### src/rtl/ddr_arbiter.sv
// Round-robin arbiter sharing one DDR line port between two cache-line requesters.
// Each request runs an optional writeback and then a refill read; same-line misses share one read.
module ddr_arbiter #(
    parameter int ADDR_W = 27,
    parameter int DATA_W = 128
) (
    input  logic                  clk,
    input  logic                  rstn,
    input  logic [1:0]            req_valid,
    output logic [1:0]            req_ready,
    input  logic [2*ADDR_W-1:0]   req_raddr,
    input  logic [1:0]            req_wb,
    input  logic [2*ADDR_W-1:0]   req_waddr,
    input  logic [2*DATA_W-1:0]   req_wdata,
    output logic [1:0]            resp_valid,
    output logic [DATA_W-1:0]     resp_data,
    output logic [ADDR_W-1:0]     wr_addr,
    output logic [DATA_W-1:0]     wr_data,
    output logic                  wr_valid,
    input  logic                  wr_ready,
    output logic [ADDR_W-1:0]     rd_addr,
    output logic                  rd_avalid,
    input  logic                  rd_aready,
    input  logic [DATA_W-1:0]     rd_data,
    input  logic                  rd_valid,
    output logic                  rd_dready
);

    typedef enum logic [2:0] {IDLE, WB_REQ, WB_WAIT, RD_REQ, RD_DATA, RESP} state_t;

    state_t              state, state_nxt;
    logic                rr_ptr;
    logic                gnt;
    logic                share;
    logic [ADDR_W-1:0]   raddr_q;
    logic [ADDR_W-1:0]   waddr_q;
    logic [DATA_W-1:0]   wdata_q;

    logic                any_req;
    logic                g;
    logic                other;
    logic                coalesce;
    logic [ADDR_W-1:0]   g_raddr;
    logic [ADDR_W-1:0]   o_raddr;
    logic [ADDR_W-1:0]   g_waddr;
    logic [DATA_W-1:0]   g_wdata;

    // The favoured requester wins if it is asking; otherwise the other one does.
    assign any_req  = |req_valid;
    assign g        = req_valid[rr_ptr] ? rr_ptr : ~rr_ptr;
    assign other    = ~g;
    assign g_raddr  = g ? req_raddr[2*ADDR_W-1:ADDR_W] : req_raddr[ADDR_W-1:0];
    assign o_raddr  = g ? req_raddr[ADDR_W-1:0]        : req_raddr[2*ADDR_W-1:ADDR_W];
    assign g_waddr  = g ? req_waddr[2*ADDR_W-1:ADDR_W] : req_waddr[ADDR_W-1:0];
    assign g_wdata  = g ? req_wdata[2*DATA_W-1:DATA_W] : req_wdata[DATA_W-1:0];
    // A second requester that needs its own writeback cannot ride along on this read.
    assign coalesce = req_valid[other] && (o_raddr == g_raddr) && !req_wb[other];

    always_comb begin
        state_nxt  = state;
        req_ready  = '0;
        resp_valid = '0;
        wr_valid   = 1'b0;
        wr_addr    = '0;
        wr_data    = '0;
        rd_avalid  = 1'b0;
        rd_addr    = '0;
        rd_dready  = 1'b0;
        case (state)
            IDLE: begin
                if (any_req) begin
                    req_ready[g] = 1'b1;
                    if (coalesce) req_ready[other] = 1'b1;
                    state_nxt = req_wb[g] ? WB_REQ : RD_REQ;
                end
            end
            WB_REQ: begin
                wr_valid = 1'b1;
                wr_addr  = waddr_q;
                wr_data  = wdata_q;
                if (wr_ready) state_nxt = WB_WAIT;
            end
            WB_WAIT: begin
                if (wr_ready) state_nxt = RD_REQ;
            end
            RD_REQ: begin
                rd_avalid = 1'b1;
                rd_addr   = raddr_q;
                if (rd_aready) state_nxt = RD_DATA;
            end
            RD_DATA: begin
                rd_dready = 1'b1;
                if (rd_valid) state_nxt = RESP;
            end
            RESP: begin
                resp_valid[gnt] = 1'b1;
                if (share) resp_valid[~gnt] = 1'b1;
                state_nxt = IDLE;
            end
            default: state_nxt = IDLE;
        endcase
    end

    always_ff @(posedge clk or negedge rstn) begin
        if (!rstn) begin
            state     <= IDLE;
            rr_ptr    <= 1'b0;
            gnt       <= 1'b0;
            share     <= 1'b0;
            raddr_q   <= '0;
            waddr_q   <= '0;
            wdata_q   <= '0;
            resp_data <= '0;
        end else begin
            state <= state_nxt;
            if (state == IDLE && any_req) begin
                gnt     <= g;
                rr_ptr  <= other;
                share   <= coalesce;
                raddr_q <= g_raddr;
                waddr_q <= g_waddr;
                wdata_q <= g_wdata;
            end
            if (state == RD_DATA && rd_valid) resp_data <= rd_data;
            if (state == RESP) share <= 1'b0;
        end
    end

endmodule

### config.mk
export PLATFORM = sky130hd
export DESIGN_NAME = ddr_arbiter
export DESIGN_NICKNAME = d
export VERILOG_FILES = /design/src/rtl/ddr_arbiter.sv
export SDC_FILE = /design/constraint.sdc
export NUM_CORES = 1
export LEC_CHECK = 0
export CORE_AREA = 2 2 319 321
export DETAILED_ROUTE_END_ITERATION = 8
export DIE_AREA = 0 0 321 323
export SYNTH_ARGS = -nofsm -noshare
export SYNTH_HDL_FRONTEND = slang
export SYNTH_SLANG_ARGS = --single-unit
### constraint.sdc
create_clock -name clk -period 1.75 [get_ports clk]
set_input_delay 0.2625 -clock clk [delete_from_list [all_inputs] [get_ports clk]]
set_output_delay 0.2625 -clock clk [all_outputs]
set_load 0.02 [all_outputs]
# Yosys cells after proc, flatten, opt, wreduce, memory -nomap -nowiden
# Cells that the tools add are included.
# totals
out_inout_bits,317
word_cells,87
input_bits,501
regBits,316
# op_classes
muxes,41
eq_ne,11
bitwise_logic,5
magnitude_cmp,9
reduce_logical,13
# op_table
op,count
$mux 128,2
$mux 27,5
$eq 27x27->1,1
$mux 1,18
$mux 3,5
$pmux 3 s5,1
$mux 2,6
$lt 1x2->1 const B,5
$ne 2x2->1 const B,5
$logic_and 1x1->1,8
$eq 3x2->1 const B,2
$eq 3x3->1 const B,2
$reduce_and 5->1,1
$demux 1 s1,4
$ge 1x1->1 const B,4
$or 2x2->2,2
$eq 3x1->1 const B,1
$logic_not 3->1,1
$not 1->1,3
$reduce_bool 2->1,1
$reduce_or 2->1,1
$logic_not 1->1,1

# Depth between registers and ports, before layout
# Gate-level depths: netlist (run 1).
# depth
depth_word,12
mapped_depth,7
mapped_depth_nobuf,5

# Least setup slack after synthesis (run 1)
# Ideal clock, no wire load.
# synth_timing
kind,register -> output
from,register rr_ptr
to,output port req_ready[0]
stages_incl_launch_ff,5
t_arrival_ps,1616
required_time_ps,1487
n_path_buf,0
setup_slack_ps,-129
cell_sequence,dfrtp_1 -> mux2i_1 -> mux2_2 -> nor4_2 -> o21a_1
# synth_via
elab_chain_cells,12
elab_cells_between_ends,29
cone_classes,4 x order compare; 1 x eq/ne; 16 x mux; 3 x bitwise; 5 x reduce/logical
# synth_lines
item,line_no,rtl
start: declaration,32,logic rr_ptr;
start signal: assignment,118,rr_ptr <= other;
$mux 1 (not written as such) (2 in a row),50,assign g = req_valid[rr_ptr] ? rr_ptr : ~rr_ptr;
$mux 1 (*),50,
$not 1->1,51,assign other = ~g;
$lt 1x2->1 (not written as such) or $ge 1x1->1 (tied branches),73,if (coalesce) req_ready[other] = 1'b1;
$logic_and 1x1->1 (not written as such),73,
$mux 1 (not written as such),73,
$demux 1 s1,73,
$or 2x2->2 (no line),--,
$mux 2 (*),73,
$mux 2 (*),71,if (any_req) begin
$mux 2 (*),69,case (state)
end: declaration,10,"output logic [1:0] req_ready,"
# Mark *: on every way between the ends. The rest lies on a longest branch, timed or not. The select of a mux whose other input is x is not followed.

# Worst setup path in the final report (run 1)
# layout_timing
from,register state[1]
to,output port wr_data[70]
# layout_via
elab_chain_cells,2
# layout_lines
item,line_no,rtl
start: declaration,31,"state_t state, state_nxt;"
start signal: assignment,115,state <= state_nxt;
$eq 3x1->1,69,
$mux 128,69,
end: declaration,18,"output logic [DATA_W-1:0] wr_data,"
# No other way between the ends.

==> metrics.cfg, run 1 <==
[logic_synthesis]
syn_inst = 1552
synth-edff-count = 0
ys_top_cells_by_count = nand2_1 (368), dfrtp_1 (316), nor2_1 (190), and2_1 (183), a31oi_1 (182)
yosysSeqAreaShare_pct = 53.47
ys_types = 32
synth_top_cell_area_share_pct = 53.47
yosysTopAreaCell = dfrtp_1
synth_ff_type = dfrtp_1
yosysMostFrequentCell = nand2_1
yosys_warnings = 0
syn-cell-area_um2 = 14790
synth_area_leaders = dfrtp_1 (53%), mux2_2 (9.9%), nand2_1 (9.3%), and2_1 (7.7%), a31oi_1 (7.7%)
synth.avg_cell_area_um2 = 9.528
synthArstFlopShare_pct = 100.0
synth_nets = 2053
ys_ff_latch = 316

[critical_path]
crit_chain = nand2b_4 -> nor2_4 -> buf_12 -> clkbuf_16 -> buf_16 -> buf_8 -> and2_4 -> buf_6 -> buf_12
worstPathRequired_ns = 1.49
worst-endpoint-arrival_ns = 2.26
critPathKind = reg2out
cp_max_fo = 7
critPathCaptureType = output pin
slowest_delay_ns = 0.37
slowest_stage = dfrtp_1
start_kind = flip-flop
crit_path_frequent_cell = buf_12

[global_route]
track_usage_pct = 12.70
overflow = 0
grt_pass1_wl_mm = 97.29
grt_max_degree = 99
grt_pass1_vias = 14210
antenna_found_initial = 6

[detailed_routing]
ant_nets = 0
drt-wirelength-per-cell_um = 20.50
drt_iter0_drc = 734
drc = 0
viasPerCell = 3.971
totalWireLength_mm = 78.21
dr.pass1.iters = 6
vias = 15150

[timing]
slew_headroom_pct = 49.62
hold_viol_final = 0
tns_ns = -147.27
setup_violations = 625
skew_ns = 0.01156
hold-worst-slack_ns = 0.1784
period_share_pct = 143.9
rsz0062_at_grt = true
finalMaxSlewViolations = 0
period_needed_ns = 2.518
tightest_slew_ns = 0.7557
timing.final.ws_setup_ns = -0.7679
clock.fmax_ghz = 0.3972

[run_status]
violations = setup timing
outcome = finished with violations

[min_path]
hold_path.class = in2async

[placement]
io_buffers = 817
hpwl_mm = 55.82
gp_congestion = 0.8509
place_area_um2 = 25400

[floorplan]
row_count = 117
core_area_um2 = 100700
die_h_um = 323
io_pins = 818
die_area_um2 = 103700
fp.dieW_um = 321
initial_core_util_pct = 14.68

[cells_and_area]
drive_gt1_share_pct = 28.73
final_nets = 2973
fillers = 10520
stdcell_area_um2 = 28760
area_growth_pct = 94.49

[clock_network]
clock_sinks = 316
clk_pin_slew_ns = 0.06
cts_tree = built
cts_root_buffer = clkbuf_16
numCtsBuffers = 40
ctsLongestPathBuffers = 3
cts_max_level = 2
clock_latency_ns = 0.58

[power_and_ir_drop]
p_leak_nw = 12.14
vdd_ir_drop_max_v = 0.0007799
powerDensity_nw_per_um2 = 1767

[flow_run]
maxCapViolCount = 0

cell type report:
type,count,area (µm²),share of cell area [%]
multi-input combinational,1115,6857,23.84
antenna,3,7.507,0.02610
clock inverter,18,285.3,0.9919
inverter,3,11.26,0.03915
sequential,316,7908,27.49
tap,1309,1638,5.695
timing repair buffer,996,10910,37.92
clock buffer,55,1149,3.994
metrics by stage:
step | instances | util [%] | worst slack (ns) | total power [mW]
floorplan | 1552 | - | -0.003601 | 24.24
global placement | 3654 | 25.22 | -1.071 | 36.95
detailed placement | 3654 | 25.22 | -1.103 | 37.13
CTS | 3728 | 26.60 | -0.8737 | 46.25
global route | 3813 | 28.55 | -0.8735 | 53.56
finish | 3815 | 28.56 | -0.7679 | 50.83
per-layer routing:
| layer | up-vias | wire (µm) | part of all wire, % | global-route usage (%) |
|---|---|---|---|---|
| li1 | 7023 | - | - | - |
| met1 | 7430 | 32140 | 41 | 15.52 |
| met2 | 612 | 37950 | 49 | 21.75 |
| met3 | 79 | 6525 | 8.3 | 3.951 |
| met4 | 6 | 1552 | 2.0 | 2.908 |
| met5 | - | 39 | 0.050 | 0 |
where the power goes:
| group | switching [mW] | internal, mW |
|---|---|---|
| Clock | 3.50 | 5.64 |
| Sequential | 2.22 | 11.0 |
| Combinational | 14.1 | 14.4 |
cell usage in the layout, fill, tap and decap left out, drive strengths merged:
cell type	netlist	final
nand2b	3	3
nand3	1	1
nor3b	1	1
o22a	1	1
dfrtp	316	316
clkdlybuf4s15	0	2
nand4	2	2
mux2i	2	2
and2	183	183
a21o	1	1
a21oi	4	4
mux2	131	131
o221a	1	1
nor4	8	8
nand2	368	368
buf	63	332
a22oi	1	1
or4	2	2
o21a	2	2
a31oi	182	182
xnor2	4	4
and3	2	2
clkinv	0	5
o21ai	2	2
clkbuf	55	92
xor2	23	23
bufinv	0	7
clkdlybuf4s50	0	624
clkinvlp	0	2
dlygate4sd3	0	1
o211ai	1	1
inv	3	7
nor2	190	190
diode	0	3
critical path, delay by kind of cell, from the launching register on:
kind	cells	cell delay (ns)
buffers and inverters	6	0.83
flip-flops	1	0.37
AND/OR/NAND/NOR	3	0.46
logic make-up (layout without fill, tap and decap cells):
| family | after synthesis | after routing | share of synthesized area, % |
|---|---|---|---|
| xor+xnor | 27 | 27 | 1.599 |
| buf+inv | 121 | 1072 | 3.587 |
| compound gates | 195 | 195 | 8.410 |
| flops | 316 | 316 | 53.47 |
| simple gates | 760 | 760 | 22.79 |
| other cells | 0 | 3 | 0 |
| mux | 133 | 133 | 10.14 |
sequential cells by signal, indices dropped and copies added, names as in the netlist:
register   cells
raddr_q       27
resp_data    128
waddr_q       27
rr_ptr         1
state          3
gnt            1
wdata_q      128
share          1
final timing paths:
path,start,end,slack (ns),cells after the start
worst max-delay path,state[1],wr_data[70],-0.77,9
worst min-delay path,rstn,wdata_q[9],0.18,2
max in group asynchronous,rstn,resp_data[87],0.78,3
min in group clk,req_wdata[141],wdata_q[13],0.24,3
worst max register to register,state[2],wdata_q[45],-0.28,8
worst min register to register,resp_data[64],resp_data[64],0.50,1
repair_timing:
| action | in CTS | in global routing |
|---|---|---|
| hold buffers | 1 | 0 |
| gates cloned | 0 | 36 |
| setup buffers | 0 | 50 |
| gates resized for setup | 317 | 599 |
| endpoints found under the setup margin | 604 | 626 |
| pin swaps | 0 | 46 |
| endpoints found under the hold margin | 167 | 0 |
No activity file was read; power rests on OpenSTA's default activity.
==> run 2, diff against run 1 <==
Settings changed: CORE_AREA 2 2 319 321 to 2 2 316 318, DIE_AREA 0 0 321 323 to 0 0 318 320, GPL_ROUTABILITY_DRIVEN set to 1.
Clock period 1.75 ns to 2.6 ns, I/O delays scaled along.
==> metrics.cfg, run 2 (same netlist as run 1, synthesis figures left out) <==
[power_and_ir_drop]
seqPwrFrac_pct = 28.9
swShare_pct = 40.24
vdd_ir_drop_max_v = 0.0004372
p_clk_share_pct = 18.1
intPower_mw = 18.23
p_total_mw = 30.51
switching_power_mw = 12.27
p_leak_nw = 11.38
powerDensity_nw_per_um2 = 1143
combPwrFrac_pct = 53.0

[placement]
gp_congestion = 0.8509
dp_cells = 3610
place_area_um2 = 25100
hpwl_mm = 56.54
io_buffers = 817
dp_slack_ns = -0.4013

[global_route]
antenna_found_initial = 8
overflow = 0
track_usage_pct = 13.87
grt_use_met2_pct = 23.45
grt_pass1_vias = 14700
use_met1_pct = 16.97
top_usage_layer = met2
grt_pass1_wl_mm = 104.0
grt_max_degree = 107
grt_util_met3_pct = 4.534

[timing]
skew_ns = 0.01252
tns_ns = 0
period_needed_ns = 2.568
hold_viol_final = 0
timing.final.ws_setup_ns = 0.03200
period_share_pct = 98.77
hold-worst-slack_ns = 0.1474
finalMaxSlewViolations = 0
slew_headroom_pct = 49.27
rsz0062_at_grt = true
tightest_slew_ns = 0.7610
clock.fmax_ghz = 0.3894
setup_violations = 0

[cells_and_area]
fin_util_pct = 27.24
final_nets = 2887
area_growth_pct = 80.47
fillers = 10420
stdcell_area_um2 = 26690
reg_top3 = resp_data x128, wdata_q x128
final_cells = 3700
n_antenna_cell = 0
final_cell_mix = clkdlybuf4s50_1 (603), nand2_1 (366), dfrtp_1 (316)
multi_input_area_um2 = 6591
drive_gt1_share_pct = 21.34
seq_area_um2 = 7908
layout_commonest_cell = clkdlybuf4s50_1

[run_status]
outcome = complete, no violations

[critical_path]
critPathKind = in2out
crit_family = simple AND/OR/NAND/NOR gates
slowest_stage = clkdlybuf4s50_1
worst-endpoint-arrival_ns = 2.18
cp_max_fo = 2
worstPathRequired_ns = 2.21
crit_chain = clkdlybuf4s50_1 -> xor2_1 -> nor4_1 -> nand4_1 -> nor4_4 -> buf_4 -> o21a_1 -> buf_6
critPathCaptureType = output pin
start_kind = primary input
slowest_delay_ns = 0.44
worstPathBufferInverterCount = 3

[floorplan]
die_area_um2 = 101800
fp.dieW_um = 318
initial_core_util_pct = 15.09
row_count = 115
core_area_um2 = 97990
die_h_um = 320
io_pins = 818

[clock_network]
cts_max_level = 2
clock_latency_ns = 0.57
clk_pin_slew_ns = 0.05
numCtsBuffers = 40
clock_sinks = 316
cts_root_buffer = clkbuf_16
ctsLongestPathBuffers = 3
cts_tree = built

[min_path]
hold_path.class = in2reg

[detailed_routing]
drt_iter0_drc = 692
totalWireLength_mm = 72.84
dr.pass1.iters = 5
vias = 14390
ant_nets = 0
drc = 0
drt-wirelength-per-cell_um = 19.69
viasPerCell = 3.890

[flow_run]
maxCapViolCount = 0

run 2: cell types whose count changed in the layout (fill, tap and decap cells not counted), sizes merged, moves of 3 or more:
cell	delta
buf	-120
clkdlybuf4s15	+31
bufinv	-6
dlymetal6s2s	+19
clkbuf	-13
dlygate4sd2	+16
clkdlybuf4s50	-21
diode	-3
run 2: final timing paths:
check,depth (start not counted),to,startpoint,slack [ns]
min,3,raddr_q[3],req_raddr[30],0.15
min reg2reg,1,resp_data[23],resp_data[23],0.50
max,8,req_ready[0],req_raddr[38],0.03
max in group asynchronous,4,wdata_q[61],rstn,1.42
max reg2reg,6,wdata_q[40],rr_ptr,0.40
min in group asynchronous,2,wdata_q[5],rstn,0.29
run 2: cell type report:
cell class / instances / area share (%)
inverter: 3 / 0.04219
multi-input combinational: 1115 / 24.70
sequential: 316 / 29.63
tap: 1287 / 6.034
clock buffer: 56 / 4.355
timing repair buffer: 910 / 34.83
clock inverter: 13 / 0.4126
run 2: layer usage:
metal / part of all wire, % / vias up / wire length, µm
met1: 41 / 6865 / 30180
met5: 0.047 / - / 34
met2: 48 / 601 / 34980
li1: - / 6831 / -
met4: 2.3 / 4 / 1641
met3: 8.2 / 91 / 6008
run 2: repair_timing:
| action | 4_1_cts | 5_1_grt |
|---|---|---|
| pin swaps | 9 | 7 |
| endpoints found under the hold margin | 50 | 0 |
| gates resized for setup | 539 | 124 |
| hold buffers | 1 | 0 |
| setup buffers | 10 | 3 |
| endpoints found under the setup margin | 169 | 111 |
| gates cloned | 8 | 0 |
run 2: worst reg2reg max path: stages, from the launching register on:
cell and delay (ns):
dfrtp_1 0.41, mux2i_4 0.27, buf_4 0.30, buf_4 0.61, nand2_1 0.20, buf_4 0.16
a31oi_1 0.16
run 2: power groups by stage:
stage / sequential (mW) / clock (mW) / combinational (mW)
finish: 8.81 / 5.52 / 16.2
global route: 9.13 / 5.91 / 17.4
CTS: 8.82 / 5.72 / 16.5
detailed placement: 8.85 / 0 / 16.0
global placement: 8.76 / 0 / 15.9
floorplan: 9.65 / 0 / 6.65
